## src/rtl/snn_aer_pkg.sv

```systemverilog
// snn_aer_pkg: shared definitions for the AER transmit path.
package snn_aer_pkg;

    typedef enum logic {
        S_IDLE = 1'b0,
        S_SCAN = 1'b1
    } state_t;

    // Link-side word layout is {ev_ts, ev_id}: timestamp in the upper bits.
    localparam bit AER_TS_HIGH = 1'b1;

    function automatic int id_width(input int n);
        return (n <= 2) ? 1 : $clog2(n);
    endfunction

endpackage

```

## src/rtl/lowest_set_index.sv

```systemverilog
// lowest_set_index: combinational priority encoder giving the lowest set bit,
// plus flags for "exactly one bit set" and "any bit set".
module lowest_set_index
    import snn_aer_pkg::*;
#(
    parameter int N    = 4,
    parameter int ID_W = id_width(N)
) (
    input  logic [N-1:0]    vec,
    output logic [ID_W-1:0] index,
    output logic            one_hot,
    output logic            any
);

    always_comb begin
        index = '0;
        for (int i = N - 1; i >= 0; i--)
            if (vec[i]) index = ID_W'(i);
    end

    assign any     = |vec;
    // Clearing the lowest set bit leaves zero only for a single-bit vector.
    assign one_hot = any && ((vec & (vec - N'(1))) == '0);

endmodule

```

## src/rtl/spike_aer_encoder.sv

```systemverilog
// spike_aer_encoder: captures the spike vector on each timestep strobe and
// serializes set bits as (neuron id, timestep) events on a valid/ready stream.
module spike_aer_encoder
    import snn_aer_pkg::*;
#(
    parameter int N    = 4,
    parameter int TS_W = 8,
    parameter int ID_W = id_width(N)
) (
    input  logic            clk,
    input  logic            reset,
    input  logic            enable,
    input  logic [N-1:0]    spikes_in,
    output logic            ev_valid,
    input  logic            ev_ready,
    output logic [ID_W-1:0] ev_id,
    output logic [TS_W-1:0] ev_ts,
    output logic            ev_last,
    output logic            busy,
    output logic            overflow,
    input  logic            clear_overflow,
    output logic [TS_W-1:0] ts_count
);

    logic [N-1:0]    pending, pending_next;
    logic [TS_W-1:0] frame_ts, frame_ts_next, ts_cnt;
    logic [ID_W-1:0] low_id;
    logic            one_hot, any, fire, capture, drop, overflow_next;
    state_t          state;

    lowest_set_index #(.N(N), .ID_W(ID_W)) u_lsi (
        .vec     (pending),
        .index   (low_id),
        .one_hot (one_hot),
        .any     (any)
    );

    always_comb begin
        state         = any ? S_SCAN : S_IDLE;
        fire          = any & ev_ready;
        // A new frame may enter only when the current one is finished this cycle.
        capture       = enable & ((state == S_IDLE) | (fire & one_hot));
        drop          = enable & ~capture;
        pending_next  = fire ? (pending & ~(N'(1) << low_id)) : pending;
        frame_ts_next = frame_ts;
        overflow_next = drop | (overflow & ~clear_overflow);
        if (capture) begin
            pending_next  = spikes_in;
            frame_ts_next = ts_cnt;
        end
    end

    always_ff @(posedge clk or posedge reset) begin
        if (reset) begin
            pending  <= '0;
            frame_ts <= '0;
            ts_cnt   <= '0;
            overflow <= 1'b0;
        end else begin
            pending  <= pending_next;
            frame_ts <= frame_ts_next;
            ts_cnt   <= ts_cnt + TS_W'(enable);
            overflow <= overflow_next;
        end
    end

    assign ev_valid = any;
    assign busy     = any;
    assign ev_id    = low_id;
    assign ev_last  = one_hot;
    assign ev_ts    = frame_ts;
    assign ts_count = ts_cnt;

endmodule
```

## config.mk

```make
export PLATFORM = sky130hd
export DESIGN_NAME = spike_aer_encoder
export DESIGN_NICKNAME = d
export VERILOG_FILES = /design/src/rtl/snn_aer_pkg.sv /design/src/rtl/lowest_set_index.sv /design/src/rtl/spike_aer_encoder.sv
export SDC_FILE = /design/constraint.sdc
export NUM_CORES = 1
export LEC_CHECK = 0
export ABC_AREA = 1
export BUFFER_PORTS_ARGS = -buffer_cell sky130_fd_sc_hd__buf_2
export CAP_MARGIN = 20
export CORE_MARGIN = 2
export CORE_UTILIZATION = 49
export DETAILED_ROUTE_END_ITERATION = 6
export GPL_TIMING_DRIVEN = 0
export PLACE_DENSITY = 0.77
export SETUP_SLACK_MARGIN = 0.5
export SLEW_MARGIN = 20
export SYNTH_ARGS = -nofsm -noshare
export SYNTH_HDL_FRONTEND = slang
export SYNTH_HIERARCHICAL = 1
export SYNTH_SLANG_ARGS = --single-unit
export TNS_END_PERCENT = 100
```

## constraint.sdc

```tcl
create_clock -name clk -period 1.65 [get_ports clk]
set_input_delay 0 -clock clk [delete_from_list [all_inputs] [get_ports clk]]
set_output_delay 0 -clock clk [all_outputs]
set_load 0.02 [all_outputs]
```

==> results of run 1 <==
[worst reg2reg max path, delay by kind of cell (launching register included)]
family	cells	cell delay [ns]
simple gates	7	0.51
flops	1	0.47
buf+inv	2	0.22
compound gates	1	0.16
[cell families (layout without fill, tap and decap cells)]
kind of cell	count (synthesis)	count (layout)	share of synthesized area (%)
AND/OR/NAND/NOR	61	61	25.3
flip-flops	21	21	52.3
adder cells (fa/ha/maj)	2	2	2.49
buffers and inverters	21	72	8.97
AO/OA/AOI/OAI	11	11	6.60
XOR/XNOR	5	5	4.36
[cell type report]
class	instances	area (µm²)	area share, %
Sequential cell	21	532	34.7
Multi-Input combinational cell	79	526	34.3
Timing Repair Buffer	47	322	21.0
Inverter	19	73.8	4.82
Tap cell	27	33.8	2.20
Clock buffer	3	22.5	1.47
Buffer	2	18.8	1.22
Clock inverter	1	5.00	0.327
[synth_stat cells (all sizes together)]
| cell | number | area (µm²) |
|---|---|---|
| nand2 | 49 | 189 |
| dfrtp | 21 | 526 |
| inv | 19 | 71.3 |
| nand3 | 8 | 45.0 |
| a21oi | 6 | 30.0 |
| o21ai | 5 | 36.3 |
| xor2 | 5 | 43.8 |
| nor2 | 4 | 20.0 |
| buf | 2 | 18.8 |
| ha | 2 | 25.0 |
[per-stage QoR]
step / util, % / power, µW
6_report: 78.9 / 3430
5_1_grt: 78.9 / 3690
4_1_cts: 74.2 / 3150
3_5_place_dp: 63.9 / 2570
3_3_place_gp: 63.9 / 2520
2_1_floorplan: - / 2120
[metal layers]
layer  vias to the layer above  global-route usage, %  part of all wire, %
met5                         -                      0                    0
met4                         0                   11.4                  3.3
met3                        10                   3.68                  4.4
met2                        37                   40.1                   50
met1                       459                   26.8                   42
li1                        466                      -                    -
[power by group]
part / switching (µW) / leakage [µW] / internal, µW
clock network: 163 / 0.0000177 / 90.5
registers: 270 / 0.000254 / 768
logic: 1250 / 0.000537 / 888
total: 1690 / 0.000809 / 1750
[worst min path at each step]
stage / cells after the start / from / slack, ns / to
after CTS: 3 / enable / 0.04 / overflow
after global placement: 2 / reset / 0.17 / ev_ts[7]
after global routing: 3 / enable / 0.05 / overflow
after detailed placement: 2 / reset / 0.18 / ev_ts[7]
after floorplan: 1 / reset / -0.02 / ev_ts[0]
final: 3 / enable / 0.04 / overflow
[timing repair]
item                       in CTS  in global routing
cloned                          1                  0
setup buffers                   7                  3
setup endpoints to repair      19                 20
pin swaps                       8                  8
hold buffers                    6                  0
hold endpoints to repair       26                  0
gates resized for setup        19                 23
[registers in the layout, summed over array words and instances (netlist names)]
register,flops
ev_ts,8
ts_count,8
pending,4
overflow,1
==> results.md, run 1 <==
* RSZ-0062 raised after global routing: yes
* Crit start category: register
* TritonCTS clock tree: yes
* MaxCap Viol Count at 0
* Flops & latches, synth at 21
* Synthesized area at about 1000 µm²
* Critical Path, Cell by Cell: inv_2 -> nand2_2 -> nand2_2 -> a21oi_4 -> nand2_2 -> nand2_4 -> nand2_4 -> buf_6 -> nand2_2 -> nand2_2
* Most common cell after layout, fill and taps aside: nand2_1
* Setup WS post-layout at 0.188 ns
* Grt total ovfl at 0
* Syn. warnings at 6
* Vias per cell at 4.88
* Pins over their slew limit at 0
* Die area at between 2000 and 2500 µm²
* Post-route antenna net violation count at 0
* Max Fanout on Critical Path at 5
* Clk sink count at 21
* DR iter-0 viols at 33
* WL final at 2.54 mm
* Fin crit period at 1.46 ns
* Die width at just under 50 µm
* Final Setup Violations at 0
* Static Leak at 0.000809 µW
* Sequential fraction of the synthesis area at between 50 and 60%
* Clk slew on worst S/H paths at around 0.12 ns
* Antenna violations before repair at 0
* Drt pass-1 iters at 4
* Pin slew with the least headroom to its limit at 0.773 ns
* Fin. Hold Viols at 0
* Top Family by Delay on Critical Path: simple AND/OR/NAND/NOR gates
* Gpl congestion at 0.799
* R2r worst-path depth at 10
* Synth Instances at 121
* Synth unique cells at 16
* Outcome: completed
* Core Rows at 16
* FILL cells at 133
* Dpl cells at 178
* Critical Path End: ev_ts[2]
* CP Capture Type: register
* First-pass GRT wire length at 4.22 mm
* ANT cells at 0
* Synth Net Count at about 130
* Gr usage total at roughly 23%
* Class of the most critical setup path: register to register
* Hpwl dp at 1.50 mm
* Relative slew slack at 48.4%
* Initial Util at 51.7%
* Nets@finish at 184
* Worst Path Required at 1.86 ns
* FMAX at 684 MHz
* Vias in the first global route at 984
* Most frequent cells in the layout: nand2_1, buf_2, dfrtp_1
* DRC viols at 0
* Chip Height at a little under 50 µm
* Syn avg cell area at 8.30 µm²
* Setup TNS at 0 ns
* Pre-CTS WS at around 0.18 ns
* CP Launch Point: pending[3]
* Post-route cell area at 1530 µm²
* Largest net degree at the start of global routing at 22
* Power per cell area at 2240 nW/µm²
* Wire per inst at roughly 13 µm
* Routed via count at 972
* Syn-to-layout area delta at 52.6%
* Worst r2r dst: ev_ts[2]
* Slowest CP cell: dfrtp_2
* Clock H-tree levels at 1
* Peak VDD IR at approximately 1.4 mV
* Post-Place Cell Area at around 1200 µm²
* Worst Skew at 0.000632 ns
* Clock root buffer: clkbuf_4
* Share of post-route cells with drive strength above 1 at 51.7%
* CP bufs+invs at 2
* Worst EP arrival at 1.67 ns
* Core area at 1940 µm²
* Hold Crit Class: input pin to register
* CP Depth at 10
* Worst path most repeated cell: nand2_2
* Skew-Pair Late Insertion Delay at 0.30 ns
* Clock buffer count from CTS at 3
* PortBufs at 30
* IO Pins at 31
* Final cell count without fillers at 199
* Hold WS at roughly 0.045 ns
* Critical Path Max Stage Delay at 0.47 ns
* R2R Setup Slk at between 0.15 and 0.2 ns
* Worst reg2reg startpoint: pending[3]
* Clock Path Buffers at 2
* Tcrit/Tclk final at 88.6%
No activity file was read; power rests on OpenSTA's default activity.
==> run 2, diff against run 1 <==
--- a/config.mk
+++ b/config.mk
@@ -8,10 +8,9 @@
 export ABC_AREA = 1
 export BUFFER_PORTS_ARGS = -buffer_cell sky130_fd_sc_hd__buf_2
 export CAP_MARGIN = 20
-export CORE_MARGIN = 2
+export CORE_MARGIN = 3
 export CORE_UTILIZATION = 49
 export DETAILED_ROUTE_END_ITERATION = 6
-export GPL_TIMING_DRIVEN = 0
 export PLACE_DENSITY = 0.77
 export SETUP_SLACK_MARGIN = 0.5
 export SLEW_MARGIN = 20
@@ -19,4 +18,3 @@
 export SYNTH_HDL_FRONTEND = slang
 export SYNTH_HIERARCHICAL = 1
 export SYNTH_SLANG_ARGS = --single-unit
-export TNS_END_PERCENT = 100
==> run 2 against run 1 <==
Net effect:
- highest routed layer unchanged
- power is 5.4% lower
- clock skew up 0.0047 ns
- core utilization is 1.9 points higher
- combinational power fell by 7%
- non-clock buffer count shrank 7
- sequential power is essentially flat
- first-iteration DRC count is 45% lower
- cell area fell by 4.0%
- fmax grew 1.6%
- clock-buffer cell count did not move
- register-to-register slack better by 0.02 ns
- critical path depth down 1
==> results.md, run 2 (same netlist as run 1, synthesis figures left out) <==
* Top Family by Delay on Critical Path: simple AND/OR/NAND/NOR gates
* Vias in the first global route at 912
* Skew-Pair Late Insertion Delay at 0.31 ns
* Slowest CP cell: dfrtp_1
* FILL cells at 119
* Most frequent cells in the layout: nand2_1, buf_2, dfrtp_1
* TritonCTS clock tree: yes
* MaxCap Viol Count at 0
* RSZ-0062 raised after global routing: yes
* First-pass GRT wire length at ~3.9 mm
* Final Setup Violations at 0
* Class of the most critical setup path: register to register
* Hpwl dp at 1.60 mm
* CP Capture Type: register
* Relative slew slack at 79.6%
* FMAX at slightly below 700 MHz
* IO Pins at 31
* Grt total ovfl at 0
* Clock H-tree levels at 1
* Post-layout util at 80.8%
* DRC viols at 0
* Worst path most repeated cell: nand2_2
* Initial Util at roughly 55%
* Tcrit/Tclk final at 87.2%
* Max Fanout on Critical Path at 7
* Fin crit period at 1.44 ns
* Post-route antenna net violation count at 0
* Peak VDD IR at ~1.4 mV
* Nets@finish at around 180
* Clock Path Buffers at 2
* Clock root buffer: clkbuf_4
* Clk slew on worst S/H paths at 0.12 ns
* Fin. Hold Viols at 0
* DR iter-0 viols at 18
* Core Rows at 15
* Crit start category: register
* Die width at 51.3 µm
* Antenna violations before repair at 0
* Critical Path Max Stage Delay at 0.43 ns
* Setup TNS at 0 ns
* Static Leak at slightly below 0.0008 µW
* Share of post-route cells with drive strength above 1 at 46.1%
* Syn-to-layout area delta at 46.5%
* Largest net degree at the start of global routing at 22
* Drt pass-1 iters at 4
* Clk sink count at 21
* Worst EP arrival at 1.69 ns
* Pin slew with the least headroom to its limit at 0.305 ns
* Wire per inst at 13.0 µm
* Vias per cell at just under 5
* Die area at 2630 µm²
* Most common cell after layout, fill and taps aside: nand2_1
* Power per cell area at around 2200 nW/µm²
* Gr usage total at 20.3%
* Hold Crit Class: input pin to register
* Outcome: completed
* Chip Height at 51.3 µm
* Worst Path Required at 1.90 ns
* Critical Path, Cell by Cell: nor2_2 -> nand2_2 -> a21oi_4 -> nand2_2 -> nand2_4 -> nand2_8 -> inv_8 -> nand2_2 -> nand2_1
* Gpl congestion at 0.758
* WL final at about 2.5 mm
* Pins over their slew limit at 0
* PortBufs at 30
* Clock buffer count from CTS at 3
* Core area at 1820 µm²
* Routed via count at 944
* Worst Skew at 0.00537 ns
* CP bufs+invs at 1
* ANT cells at 0
-- run 2: repair_timing --
action | CTS | global route
hold buffers | 6 | 0
pin swaps | 17 | 6
endpoints found under the hold margin | 26 | 0
endpoints found under the setup margin | 20 | 22
buffers inserted | 3 | 2
gates resized for setup | 18 | 16
cloned | 2 | 0
-- run 2: power by group --
part	leakage (µW)	switching (µW)	internal, µW	total (µW)
clock	0.0000177	161	90.6	252
combinational	0.000511	1230	756	1980
sequential	0.000256	249	764	1010
total	0.000785	1640	1610	3250
-- run 2: worst paths after layout --
| path | from | end | depth (start not counted) | slack (ns) |
|---|---|---|---|---|
| setup reg to reg | pending[3] | ev_ts[1] | 9 | 0.21 |
| max in group asynchronous | reset | ts_count[0] | 4 | 1.17 |
| setup / recovery | pending[3] | ev_ts[1] | 9 | 0.21 |
| min in group asynchronous | reset | ev_ts[6] | 4 | 0.26 |
| hold / removal | enable | overflow | 3 | 0.07 |
| hold reg to reg | ev_ts[5] | ev_ts[5] | 2 | 0.49 |
-- run 2: per-layer routing --
layer | part of all wire, % | global-route usage [%]
met2 | 49 | 35.2
met1 | 43 | 24.0
met5 | 0 | 0
met4 | 1.8 | 9.17
met3 | 5.8 | 4.37
-- run 2: layout make-up --
type | instances | area (µm²) | area share (%)
multi-input cells | 80 | 512 | 34.8
repair inverters | 1 | 6.26 | 0.425
flip-flops and latches | 21 | 529 | 36.0
inverters | 19 | 81.3 | 5.53
clock buffers | 3 | 22.5 | 1.53
clock inverters | 1 | 5.00 | 0.340
well taps | 25 | 31.3 | 2.13
repair buffers | 42 | 284 | 19.3
-- run 2: worst min-delay path: stages --
cell and delay (ns):
buf_2 0.20, nand3_2 0.09, o21ai_1 0.06
-- run 2: per-stage QoR --
stage / setup WS (ns) / hold WS, ns / area, µm² / power [µW] / instances
final: 0.210 / 0.0716 / 1470 / 3250 / 192
after global routing: 0.128 / 0.0679 / 1470 / 3450 / 192
after CTS: 0.271 / 0.00903 / 1410 / 3070 / 190
after detailed placement: 0.0704 / 0.0411 / 1230 / 2540 / 175
after global placement: 0.120 / 0.0377 / 1230 / 2500 / 175
after floorplan: 0.187 / -0.0235 / 1060 / 2120 / 121
==> run 3, diff against run 2 <==
--- a/config.mk
+++ b/config.mk
@@ -6,12 +6,14 @@
 export NUM_CORES = 1
 export LEC_CHECK = 0
 export ABC_AREA = 1
-export BUFFER_PORTS_ARGS = -buffer_cell sky130_fd_sc_hd__buf_2
 export CAP_MARGIN = 20
+export CELL_PAD_IN_SITES_DETAIL_PLACEMENT = 2
+export CELL_PAD_IN_SITES_GLOBAL_PLACEMENT = 2
 export CORE_MARGIN = 3
-export CORE_UTILIZATION = 49
+export CORE_UTILIZATION = 34
 export DETAILED_ROUTE_END_ITERATION = 6
-export PLACE_DENSITY = 0.77
+export DONT_BUFFER_PORTS = 1
+export PLACE_DENSITY_LB_ADDON = 0.1
 export SETUP_SLACK_MARGIN = 0.5
 export SLEW_MARGIN = 20
 export SYNTH_ARGS = -nofsm -noshare
==> run 3 against run 2 <==
Net effect:
- the run now ends with hold timing left
- power grew 3.2%
- cell area is 2.2% lower
- fmax decreased by 5.9%
- first-iteration DRC count increased by 78%
- via count shrank 7.6%
- routed wire length is 27% higher
- clock-buffer cell count grew 1
- worst hold slack got worse by 0.25 ns
- critical path type unchanged
- non-clock buffer count fell by 20
- core utilization shrank 29 points
==> results.md, run 3 (same netlist as run 1, synthesis figures left out) <==
* Worst Path Required at 1.85 ns
* Drt pass-1 iters at 4
* Grt total ovfl at 0
* WL met2 at 1.82 mm
* Die area at 3640 µm²
* Syn-to-layout area delta at 43.2%
* First-pass GRT wire length at 4.58 mm
* Slowest CP cell: dfrtp_2
* Clock root buffer: clkbuf_4
* Clock Path Buffers at 2
* Tcrit/Tclk final at 92.7%
* Hold Crit Class: input pin to register
* FMAX at roughly 650 MHz
* MaxCap Viol Count at 0
* IO Pins at 31
* Core area at between 2000 and 3000 µm²
* Setup TNS at 0 ns
* Most frequent cells in the layout: nand2_1, dfrtp_1, inv_1
* Largest net degree at the start of global routing at 13
* Met1 wire length at 1.13 mm
* Peak VDD IR at 1.40 mV
* Fin crit period at 1.53 ns
* Top Layer Used: met4
* Most common cell after layout, fill and taps aside: nand2_1
* Chip Height at a little over 60 µm
* Hold WS at -0.183 ns
* Crit start category: register
* Setup WS post-layout at 0.121 ns
* Gr usage total at 17.5%
* DRC viols at 0
* Gpl congestion at 0.789
* Power per cell area at 2330 nW/µm²
* Relative slew slack at 71.5%
* Nets@finish at 157
* Worst EP arrival at around 1.7 ns
* Hold-fix buffer count after cts at 6
* Share of post-route cells with drive strength above 1 at 41.4%
* Worst path most repeated cell: nand2_2
* Final Setup Violations at 0
* Max Fanout on Critical Path at 5
* Outcome: finished, violations left
* Post-route antenna net violation count at 0
* Worst Skew at between 0.003 and 0.004 ns
* Wire per inst at 18.0 µm
* Static Leak at 0.000690 µW
* Clock H-tree levels at 1
* Core Rows at 19
* Fin. Hold Viols at 14
* Antenna violations before repair at 0
* ANT cells at 0
* RSZ-0062 raised after global routing: yes
* Initial Util at 36.1%
* Vias in the first global route at around 980
* Failing checks: hold timing
* Pin slew with the least headroom to its limit at between 0.4 and 0.5 ns
* TritonCTS clock tree: yes
* Vias per cell at 4.95
* Die width at roughly 60 µm
* Clock buffer count from CTS at 3
* Hpwl dp at 2.00 mm
* CP Capture Type: register
* Routed via count at 872
* Critical Path, Cell by Cell: nor2_4 -> nand2_2 -> a21oi_4 -> nand2_2 -> nand2_4 -> nand2_8 -> clkbuf_16 -> nand2_2 -> o21ai_2
* DR iter-0 viols at 32
* Clk sink count at 21
* Class of the most critical setup path: register to register
* WL final at 3.17 mm
* Clk slew on worst S/H paths at 0.12 ns
* Pre-CTS WS at 0.122 ns
* Routed met3 length at 136 µm
* Critical Path Max Stage Delay at between 0.4 and 0.5 ns
* Pins over their slew limit at 0
* PortBufs at 0
* Skew-Pair Late Insertion Delay at about 0.30 ns
[run 3: metal layers]
metal	vias up	GRT usage [%]
li1	412	-
met1	436	18.4
met2	18	33.5
met3	6	3.19
met4	0	7.59
met5	-	0
[run 3: cell type report]
cell class / count / area [µm²]
Tap cell: 31 / 38.8
Inverter: 19 / 77.6
Timing Repair Buffer: 22 / 224
Multi-Input combinational cell: 79 / 539
Fill cell: 301 / 1340
Sequential cell: 21 / 533
Clock buffer: 4 / 26.3
[run 3: through the flow]
step,area [µm²],power [µW],util [%],instances
global route,1440,3620,51.7,176
global placement,1110,2380,40.1,155
finish,1440,3350,51.7,176
floorplan,1060,2120,-,121
CTS,1320,3040,47.5,173
detailed placement,1110,2450,40.1,155
[run 3: worst paths after layout]
check / from / end / cells after the start / slack (ns)
max reg2reg: pending[0] / ev_ts[7] / 9 / 0.12
max in group asynchronous: reset / ts_count[1] / 3 / 0.99
max: pending[0] / ev_ts[7] / 9 / 0.12
min: enable / ts_count[0] / 1 / -0.18
min in group asynchronous: reset / overflow / 2 / 0.12
min reg2reg: ev_ts[2] / ev_ts[2] / 2 / 0.63
[run 3: power breakdown]
part | total (µW) | switching (µW) | leakage, µW | internal [µW]
Clock | 250 | 156 | 0.0000150 | 94.3
Sequential | 1340 | 573 | 0.000253 | 768
Combinational | 1760 | 986 | 0.000422 | 776
Total | 3350 | 1710 | 0.000690 | 1640
[run 3: what timing repair did]
action | CTS | global route
endpoints found under the setup margin | 22 | 23
endpoints found under the hold margin | 36 | 13
gates cloned | 0 | 1
gates resized for setup | 17 | 23
setup buffers | 8 | 2
pin swaps | 4 | 10
[run 3: critical path, delay by kind of cell (launching register included)]
family / cells / cell delay [ns]
DFF: 1 / 0.47
AOI/OAI and AO/OA: 2 / 0.21
and+or+nand+nor: 6 / 0.58
buffers and inverters: 1 / 0.16
